$ cat config.mk
export PLATFORM = sky130hd
export DESIGN_NAME = mp_add_ctrl
export DESIGN_NICKNAME = d
export VERILOG_FILES = /design/src/rtl/mp_add_ctrl.sv
export SDC_FILE = /design/constraint.sdc
export NUM_CORES = 1
export LEC_CHECK = 0
export CAP_MARGIN = 20
export CORE_ASPECT_RATIO = 0.8
export CORE_MARGIN = 2
export CORE_UTILIZATION = 45
export DETAILED_ROUTE_END_ITERATION = 8
export PLACE_DENSITY = 0.72
export SLEW_MARGIN = 15
export SYNTH_ARGS = -nofsm -noshare
export SYNTH_HDL_FRONTEND = slang
export SYNTH_SLANG_ARGS = --single-unit
$ cat constraint.sdc
create_clock -name clk -period 2.8 [get_ports clk]
set_clock_uncertainty 0.2 [all_clocks]
set_input_delay 0.42 -clock clk [delete_from_list [all_inputs] [get_ports clk]]
set_output_delay 0.42 -clock clk [all_outputs]
set_load 0.01 [all_outputs]
$ cat src/rtl/mp_add_ctrl.sv
// Multi-precision adder controller: one SLICE-bit adder reused over NBEATS beats
// to form a W-bit sum with registered carry-out and signed overflow.
module mp_add_ctrl #(
    parameter int SLICE  = 9,
    parameter int NBEATS = 4,
    localparam int W     = SLICE * NBEATS
) (
    input  logic         clk,
    input  logic         rst,
    input  logic         start,
    input  logic [W-1:0] a,
    input  logic [W-1:0] b,
    input  logic         cin,
    output logic         busy,
    output logic         done,
    output logic [W-1:0] sum,
    output logic         cout,
    output logic         ovf
);

    localparam int BW = (NBEATS > 1) ? $clog2(NBEATS) : 1;
    localparam logic [BW-1:0] LAST = BW'(NBEATS - 1);

    typedef enum logic [1:0] {
        IDLE,
        RUN,
        DONE
    } state_t;

    state_t state, state_n;

    // Operands and result held as slice arrays so each beat indexes one slice directly.
    logic [NBEATS-1:0][SLICE-1:0] a_reg, b_reg, sum_reg;
    logic                         carry;
    logic [BW-1:0]                beat;
    logic [SLICE-1:0]             slice_sum;
    logic                         slice_cout;

    assign sum = sum_reg;

    always_comb begin
        {slice_cout, slice_sum} = {1'b0, a_reg[beat]} + {1'b0, b_reg[beat]} + {{SLICE{1'b0}}, carry};
    end

    always_ff @(posedge clk) begin
        if (rst) begin
            state <= IDLE;
        end else begin
            state <= state_n;
        end
    end

    always_comb begin
        state_n = state;
        busy    = 1'b0;
        done    = 1'b0;
        case (state)
            IDLE: begin
                if (start) begin
                    state_n = RUN;
                end
            end
            RUN: begin
                busy = 1'b1;
                if (beat == LAST) begin
                    state_n = DONE;
                end
            end
            DONE: begin
                busy    = 1'b1;
                done    = 1'b1;
                state_n = IDLE;
            end
            default: begin
                state_n = IDLE;
            end
        endcase
    end

    always_ff @(posedge clk) begin
        if (rst) begin
            a_reg   <= '0;
            b_reg   <= '0;
            sum_reg <= '0;
            carry   <= 1'b0;
            beat    <= '0;
            cout    <= 1'b0;
            ovf     <= 1'b0;
        end else begin
            case (state)
                IDLE: begin
                    if (start) begin
                        a_reg <= a;
                        b_reg <= b;
                        carry <= cin;
                        beat  <= '0;
                    end
                end
                RUN: begin
                    sum_reg[beat] <= slice_sum;
                    carry         <= slice_cout;
                    beat          <= beat + 1'b1;
                    // Top slice: its fresh result bit is the sign of the full-width sum.
                    if (beat == LAST) begin
                        cout <= slice_cout;
                        ovf  <= (a_reg[NBEATS-1][SLICE-1] == b_reg[NBEATS-1][SLICE-1]) &&
                                (slice_sum[SLICE-1] != a_reg[NBEATS-1][SLICE-1]);
                    end
                end
                default: ;
            endcase
        end
    end

endmodule

# After elaboration in Yosys (flattened, before gate mapping)
# Cells that the tools add are included.
classes:
  addsub: 3
  order_cmp: 2
  n_eq_ne: 7
  mux: 16
  reduce_logical: 9
ops:
  columns: ["op", "n"]
  rows:
  - ["binary-select mux 9 bit (select 2 bit)", 2]
  - ["bitwise mux 36 bit", 1]
  - ["2-to-1 mux 9 bit", 3]
  - ["demux 9 bit (select 2 bit)", 1]
  - ["adder 10 x 1 -> 10 bit", 1]
  - ["adder 9 x 9 -> 10 bit", 1]
  - ["one-hot mux 2 bit (2 select lines)", 2]
  - ["AND reduction 2 bit", 4]
  - ["2-to-1 mux 2 bit", 3]
  - ["equality test 2 bit (second input constant)", 2]
  - ["!= test 2 bit (second input constant)", 2]
  - ["< comparator 2 x 3 -> 1 bit (second input constant)", 1]
  - ["2-to-1 mux 1 bit", 3]
  - ["adder 2 x 1 -> 2 bit (second input constant)", 1]
  - ["equality test 2 x 1 -> 1 bit (second input constant)", 1]
  - ["greater-or-equal comparator 2 x 1 -> 1 bit (second input constant)", 1]
  - ["logical AND 1 bit", 2]
  - ["zero test 2 bit", 1]
  - ["one-hot mux 1 bit (2 select lines)", 1]
  - ["nonzero test 2 bit", 1]
  - ["OR reduction 2 bit", 1]
  - ["equality test 1 bit", 1]
  - ["!= test 1 bit", 1]
word_totals:
  regBits: 115
  input_bits: 76
  out_inout_bits: 40
  wordCells: 54

# Logic depth before layout (Yosys ltp)
# Gate-level depths: netlist (run 1).
depth:
  ltp_word: 6
  ltp_mapped: 12
  ltp_nobuf: 11

# Least setup slack after synthesis (run 1)
# No wires, ideal clock.
synth_path:
  path_type: "register -> register"
  start: "register beat[0]"
  end: "register ovf"
  setup_ps: 88
  arrival_ps: 2671
  required_time_ps: 2512
  path_slack_ps: -159
  path_stages_with_launch: 10
  path_buffers: 1
  period_less_slack_ps: 2959
  path_cell_list: "dfxtp_1 > buf_2 > mux4_2 > fa_1 > a211oi_1 > nor3_1 > mux2i_1 > nand2_1 > nand2_1 > a311oi_2"
synth_between:
  elab_chain_len: 6
  elab_cells_between_ends: 10
  classes_between: "add/sub (2); eq/ne (2); mux (4); reduce/logical (2)"
synth_rtl:
  columns: ["item", "line_no", "text"]
  rows:
  - ["from (decl)", "35", "logic [BW-1:0] beat;"]
  - ["from (signal assigned)", "102", "beat <= beat + 1'b1;"]
  - ["binary-select mux 9 bit (select 2 bit)", "42", "{slice_cout, slice_sum} = {1'b0, a_reg[beat]} + {1'b0, b_reg[beat]} + {{SLICE{1'b0}}, carry};"]
  - ["2-to-1 mux 9 bit (implied by the code)", "42", null]
  - ["adder 9 x 9 -> 10 bit", "42", null]
  - ["adder 10 x 1 -> 10 bit", "42", null]
  - ["!= test 1 bit", "107", "(slice_sum[SLICE-1] != a_reg[NBEATS-1][SLICE-1]);"]
  - ["logical AND 1 bit", "106", "ovf <= (a_reg[NBEATS-1][SLICE-1] == b_reg[NBEATS-1][SLICE-1]) &&"]
  - ["to (signal assigned)", "106", null]
  - ["to (decl)", "18", "output logic ovf"]
# Several ways; a longest one is shown, not always the timed one. The select of a mux whose other input is x is not followed.
# A chain may end at the register's enable or synchronous reset.

# Final worst setup path (run 1)
layout_path:
  start: "register beat[0]"
  end: "register sum_reg, in the netlist sum[33]"
layout_between:
  elab_chain_len: 5
  elab_cells_between_ends: 12
  classes_between: "add/sub (2); order compare (2); mux (7); reduce/logical (1)"
layout_rtl:
  columns: ["item", "line_no", "text"]
  rows:
  - ["binary-select mux 9 bit (select 2 bit) (tied with other cells)", "42", null]
  - ["2-to-1 mux 9 bit (implied by the code) / logical AND 1 bit (equally long branches)", "42, 100", null]
  - ["adder 9 x 9 -> 10 bit / 2-to-1 mux 9 bit (equally long branches)", "42, 100", null]
  - ["adder 10 x 1 -> 10 bit / demux 9 bit (select 2 bit) (equally long branches)", "42, 100", null]
  - ["bitwise mux 36 bit *", "100", "sum_reg[beat] <= slice_sum;"]
  - ["to (signal, indexed assignment)", "100", null]
  - ["to (decl)", "33", "logic [NBEATS-1:0][SLICE-1:0] a_reg, b_reg, sum_reg;"]
# Every way passes the cells marked *; elsewhere a longest branch is shown, timed or not. The select of a mux whose other input is x is not followed.

==> metrics, run 1 <==
CTS tree=yes; Area Overhead vs Synth=47.0%; status=finished with violations; Tmin final=2870 ps; Worst-Margin Slew=approximately 850 ps; worst vdd rail ir drop=~0.00045 V; Setup Crit Path Kind=register to register; total global-route track usage=approximately 23%; Initial Util=~46%; critical path endpoint category=register; # fillers=835; RSZ-0062 raised after global routing=yes; Synth area leaders=dfxtp_1 (47%), nand2_1 (15%), a21oi_1 (11%), mux4_2 (8.2%), ha_1 (3.8%); wire per inst=15.8 microns; fmax=roughly 0.35 GHz; routed length on met1=around 6000 microns; final net count=approximately 810; Die X=about 120 microns; clk slew on worst S/H paths=roughly 50 ps; DR WL met3=between 700 and 800 microns; Worst Hold Class=register to register; drt initial violations=around 350; Max-Cap Viols=0; slowest stage cell, crit path=mux4_2; placer congestion estimate=between 0.8 and 0.9; slew margin rel.=between 40% and 50%; Fin Setup TNS=-138 ps; Crit path max-delay family=compound AO/OA/AOI/OAI gates; failing checks=negative setup slack; Max Slew Vio Count=0; worst stage delay on the critical path=around 510 ps; Clock Latency Late Sink=between 400 and 500 ps; Worst R2R Start=beat[0]$_SDFFE_PP0P_; Worst Slack Setup Final=-66.5 ps; CP Max Fanout=4; proportion of layout cells with a drive suffix above 1=approximately 18%; WP buf/inv=2; synth warn=0; most common cell after layout, fill and taps aside=nand2_1; Post-Synthesis Cells=between 500 and 600; Max clock buf depth=2; Ant. Diodes=0; register area share after synthesis=46.7%; Die H=a little under 100 microns; Post-Syn Area=4930 sq um; Synth cell types=40; Worst EP required=2930 ps; Syn Area/Cell=8.43 sq um; cts hold-fix bufs=0; critical-path cell list=mux4_2 > inv_2 > fa_2 > inv_2 > fa_2 > a211oi_2 > o21bai_1 > a21oi_2 > xnor2_2 > nand2_1 > a21oi_2; I/O pin count=around 120; total core area=between 10000 and 15000 sq um; initial antenna violation count=0; top layer in use=met4; global route overflow=0; Die ar.=roughly 12000 sq um; Std-Cell Rows=34; final wirelength=around 14000 microns; routed wl met2=approximately 7000 microns; WHS=between 200 and 300 ps; # setup viols final=4; Hold Vio Cnt, Final=0; largest net degree at the start of global routing=80; via count=about 4600; arrival time worst endpoint=around 3000 ps; area leader, netlist=dfxtp_1; dpl hpwl=9360 microns; DR vias/cell=5.26; Final ANT Viol Nets=0; Leak=about 2.6 nW; CTS buffer count=17; vias in the first global route=between 4000 and 5000; drt pass-1 iters=4; H-tree depth=4; worst setup path startpoint=beat[0]$_SDFFE_PP0P_; PortBufs=115; most frequent cells in the layout=nand2_1 (193), clkdlybuf4s50_1 (114), dfxtp_1 (113); Clock Root Buffer=clkbuf_16; Critical Path Start Type=register; Final Cycle Share=102%; Synth top area share=between 40% and 50%; worst hold start=b_reg[12]$_SDFFE_PP0P_; clock sink count=approximately 120; Synth Register Bits=115; first-pass GRT wire length=between 20000 and 25000 microns; power density over the cells=about 630 nW/um^2; Post-Syn Nets=roughly 680; DRC errors left=0
-- cell type report --
type | instances | area [sq um] | area share, %
clock buffer | 18 | 429 | 5.92
timing repair buffer | 147 | 1470 | 20.2
multi-input combinational | 422 | 2670 | 36.8
tap | 144 | 180 | 2.48
clock inverter | 14 | 155 | 2.14
inverter | 11 | 41.3 | 0.569
sequential | 115 | 2310 | 31.9
-- metrics by stage --
stage | worst slack (ps) | utilization (%) | power [mW] | cells | instance area [sq um]
after detailed placement | -158 | 59.0 | 2.43 | 833 | 6350
after floorplan | 14.5 | - | 2.14 | 585 | 4950
final | -66.5 | 67.4 | 4.60 | 871 | 7250
after global placement | -74.4 | 59.0 | 2.41 | 833 | 6350
after CTS | -15.1 | 65.6 | 4.55 | 867 | 7070
after global routing | -147 | 67.4 | 4.76 | 871 | 7250
-- worst register-to-register path, delay by kind of cell (launching register included) --
| family | cells | cell delay (ps) |
|---|---|---|
| compound gates | 4 | 740 |
| flops | 1 | 370 |
| mux | 1 | 510 |
| fa+ha+maj | 2 | 570 |
| buf+inv | 2 | 120 |
| xor+xnor | 1 | 160 |
| simple gates | 1 | 140 |
-- synthesized netlist by cell type --
library cell / number
a311oi_1: 1
nor3_1: 3
o21ai_1: 1
nor2_1: 23
a211oi_1: 12
o31ai_1: 4
buf_1: 1
and3_1: 1
ha_1: 15
inv_1: 11
nand3_1: 1
o21bai_1: 1
a221oi_2: 1
o22ai_1: 1
a21oi_1: 105
buf_2: 4
and2_1: 5
a311oi_2: 1
a32oi_1: 1
nor4_1: 1
nand4_1: 1
or3b_1: 1
mux4_2: 18
fa_1: 2
nand2_1: 197
clkbuf_1: 32
or2_0: 1
a211oi_2: 1
o21ai_0: 2
or2_2: 1
xor2_1: 2
mux2i_1: 1
nor2b_1: 3
nand3b_1: 4
nor3b_1: 2
dfxtp_1: 115
nand2b_1: 2
a21o_1: 3
xnor2_1: 3
o211ai_1: 1
-- path summary, 6_finish.rpt --
check,endpoint,slack (ps),cells past startpoint
max,sum[33]$_SDFFE_PP0P_,-70,11
min,b_reg[12]$_SDFFE_PP0P_,260,2
max reg2reg,sum[33]$_SDFFE_PP0P_,-70,11
min reg2reg,b_reg[12]$_SDFFE_PP0P_,260,2
-- where the power goes --
part	switching (mW)	internal [mW]	total (mW)
Sequential	0.0518	1.72	1.77
Combinational	0.362	0.345	0.707
Clock	0.801	1.32	2.12
Total	1.21	3.39	4.60
-- cells by family (layout without fill, tap and decap cells) --
kind of cell,after synthesis,count (layout),share of synthesized area [%]
multiplexers,19,19,8.42
AO/OA/AOI/OAI,135,135,15.5
adder cells (fa/ha/maj),17,17,4.62
XOR/XNOR,5,5,0.888
AND/OR/NAND/NOR,246,246,20.1
flip-flops,115,115,46.7
buffers and inverters,48,190,3.75
-- repair_timing --
action                     in CTS  in global routing
gates resized for setup        22                 34
setup endpoints to repair      23                 23
pin swaps                       4                 16
setup buffers                   2                  4
-- routing by layer --
layer | global-route usage [%] | up-vias
met3 | 4.87 | 23
li1 | - | 2235
met2 | 38.5 | 142
met5 | 0 | -
met1 | 30.3 | 2184
met4 | 6.89 | 0
Note: power is estimated with default switching activity, not from simulation.
==> run 2, diff against run 1 <==
--- a/config.mk
+++ b/config.mk
@@ -7,10 +7,11 @@
 export LEC_CHECK = 0
 export CAP_MARGIN = 20
 export CORE_ASPECT_RATIO = 0.8
-export CORE_MARGIN = 2
-export CORE_UTILIZATION = 45
+export CORE_MARGIN = 1
+export CORE_UTILIZATION = 54
+export CTS_CLUSTER_DIAMETER = 120
 export DETAILED_ROUTE_END_ITERATION = 8
-export PLACE_DENSITY = 0.72
+export PLACE_DENSITY = 0.82
 export SLEW_MARGIN = 15
 export SYNTH_ARGS = -nofsm -noshare
 export SYNTH_HDL_FRONTEND = slang
==> constraint.sdc (replaced) <==
create_clock -name clk -period 3.44 [get_ports clk]
set_clock_uncertainty 0.2 [all_clocks]
set_input_delay 0.516 -clock clk [delete_from_list [all_inputs] [get_ports clk]]
set_output_delay 0.516 -clock clk [all_outputs]
set_load 0.01 [all_outputs]
==> run 2 against run 1 <==
Net effect: the flow now finishes without violations; cell count decreased by 6.3%; clock power is 22% lower; wire length fell by 4.3%; worst hold slack got worse by 4.2 ps; maximum frequency down 12%; die area shrank 19%; register-to-register slack better by 260 ps; largest cell class unchanged.
==> metrics, run 2 (same netlist as run 1, synthesis figures left out) <==
I/O pin count=116 (unchanged); largest net degree at the start of global routing=58 (was 80); most frequent cells in the layout=nand2_1 (196), dfxtp_1 (115), clkdlybuf4s50_1 (114) (was nand2_1 (193), clkdlybuf4s50_1 (114), dfxtp_1 (113)); dpl hpwl=9330 microns (was 9360 microns); worst vdd rail ir drop=0.000545 V (was 0.000447 V); CTS buffer count=17 (unchanged); Fin Setup TNS=0 ps (was -138 ps); most common cell after layout, fill and taps aside=nand2_1 (unchanged); critical path endpoint category=register (unchanged); Max clock buf depth=2 (unchanged); PortBufs=115 (unchanged); Hold Vio Cnt, Final=0 (unchanged); Initial Util=56.9% (was 45.8%); drt initial violations=346 (was 352); vias in the first global route=4454 (was 4518); Final ANT Viol Nets=0 (unchanged); Die ar.=9520 sq um (was 11800 sq um); arrival time worst endpoint=3380 ps (was 2990 ps); Worst-Margin Slew=641 ps (was 846 ps); first-pass GRT wire length=21000 microns (was 21800 microns); RSZ-0062 raised after global routing=no (was yes); via count=4566 (was 4584); Area Overhead vs Synth=36.4% (was 47.0%); post-layout util=77.6% (was 67.4%); CP Max Fanout=12 (was 4); slew margin rel.=57.1% (was 43.6%); Worst EP required=3570 ps (was 2930 ps); Leak=2.48 nW (was 2.63 nW); Worst Hold Class=register to register (unchanged); Tmin final=3250 ps (was 2870 ps); DR vias/cell=5.60 (was 5.26); total core area=8670 sq um (was 10800 sq um); clock sink count=115 (unchanged); power density over the cells=534 nW/um^2 (was 634 nW/um^2); H-tree depth=4 (unchanged); status=completed (was finished with violations); Std-Cell Rows=30 (was 34); fmax=0.308 GHz (was 0.349 GHz); Die H=87.5 microns (was 97.6 microns); Max-Cap Viols=0 (unchanged); Final Cycle Share=94.4% (was 102%); # setup viols final=0 (was 4); DRC errors left=0 (unchanged); Ant. Diodes=0 (unchanged); final wirelength=13200 microns (was 13800 microns); CTS tree=yes (unchanged); cts hold-fix bufs=0 (unchanged); Die X=109 microns (was 121 microns); Critical Path Start Type=register (unchanged); register area=2300 sq um (was 2310 sq um); proportion of layout cells with a drive suffix above 1=9.38% (was 17.9%); initial antenna violation count=0 (unchanged); placer congestion estimate=0.926 (was 0.870); total global-route track usage=29.4% (was 23.2%); Max Slew Vio Count=0 (unchanged); CTS resizes=0 (was 22); final net count=784 (was 807); number of setup buffers added after CTS=0 (was 2); clk slew on worst S/H paths=50 ps (about the same); wire per inst=16.2 microns (was 15.8 microns); multi-input logic area=2450 sq um (was 2670 sq um); Clock Latency Late Sink=420 ps (was 410 ps); # fillers=604 (was 835); drt pass-1 iters=5 (was 4); Clock Root Buffer=clkbuf_16 (unchanged); Setup Crit Path Kind=register to register (unchanged); global route overflow=0 (unchanged)
[run 2: through the flow]
step	cells	hold slack (ps)	area, sq um	worst slack (ps)	power [mW]
2_1_floorplan	585	233	4930	481	1.74
3_3_place_gp	784	241	6160	331	1.93
3_5_place_dp	784	247	6160	253	1.95
4_1_cts	816	253	6730	232	3.59
5_1_grt	816	268	6730	8.37	3.72
6_report	816	251	6730	194	3.59
[run 2: layout make-up]
class / count / share of cell area [%]
Clock buffer: 18 / 6.53
Clock inverter: 14 / 1.90
Inverter: 11 / 0.614
Multi-Input combinational cell: 422 / 36.4
Sequential cell: 115 / 34.2
Tap cell: 112 / 2.08
Timing Repair Buffer: 124 / 18.3
[run 2: final timing paths]
| kind | to | slack (ps) | startpoint | cells after the start |
|---|---|---|---|---|
| min reg2reg | a_reg[4]$_SDFFE_PP0P_ | 250 | a_reg[4]$_SDFFE_PP0P_ | 2 |
| max reg2reg | ovf$_SDFFE_PP0P_ | 190 | beat[1]$_SDFFE_PP0P_ | 12 |
| max | ovf$_SDFFE_PP0P_ | 190 | beat[1]$_SDFFE_PP0P_ | 12 |
| min | a_reg[4]$_SDFFE_PP0P_ | 250 | a_reg[4]$_SDFFE_PP0P_ | 2 |
[run 2: power by group]
part | total [mW] | switching (mW) | internal, mW
clock | 1.66 | 0.650 | 1.01
combinational | 0.484 | 0.261 | 0.223
sequential | 1.45 | 0.0431 | 1.40
[run 2: metal layers]
| layer | part of all wire, % | routed length, microns | track usage, % | vias to the layer above |
|---|---|---|---|---|
| met2 | 49 | 6520 | 50.5 | 214 |
| met5 | 0 | 0 | 0 | - |
| met4 | 2.5 | 327 | 12.8 | 0 |
| li1 | - | - | - | 2190 |
| met3 | 7.9 | 1040 | 8.23 | 35 |
| met1 | 40 | 5310 | 34.4 | 2127 |
[run 2: worst max-delay path, stage by stage, from the launching register on]
cell	delay (ps)
dfxtp_1	500
buf_4	280
mux4_2	320
inv_1	100
fa_1	190
inv_1	60
fa_1	420
a211oi_1	340
nor3_1	130
mux2i_1	150
nand2_1	160
nand2_1	80
a311oi_2	250
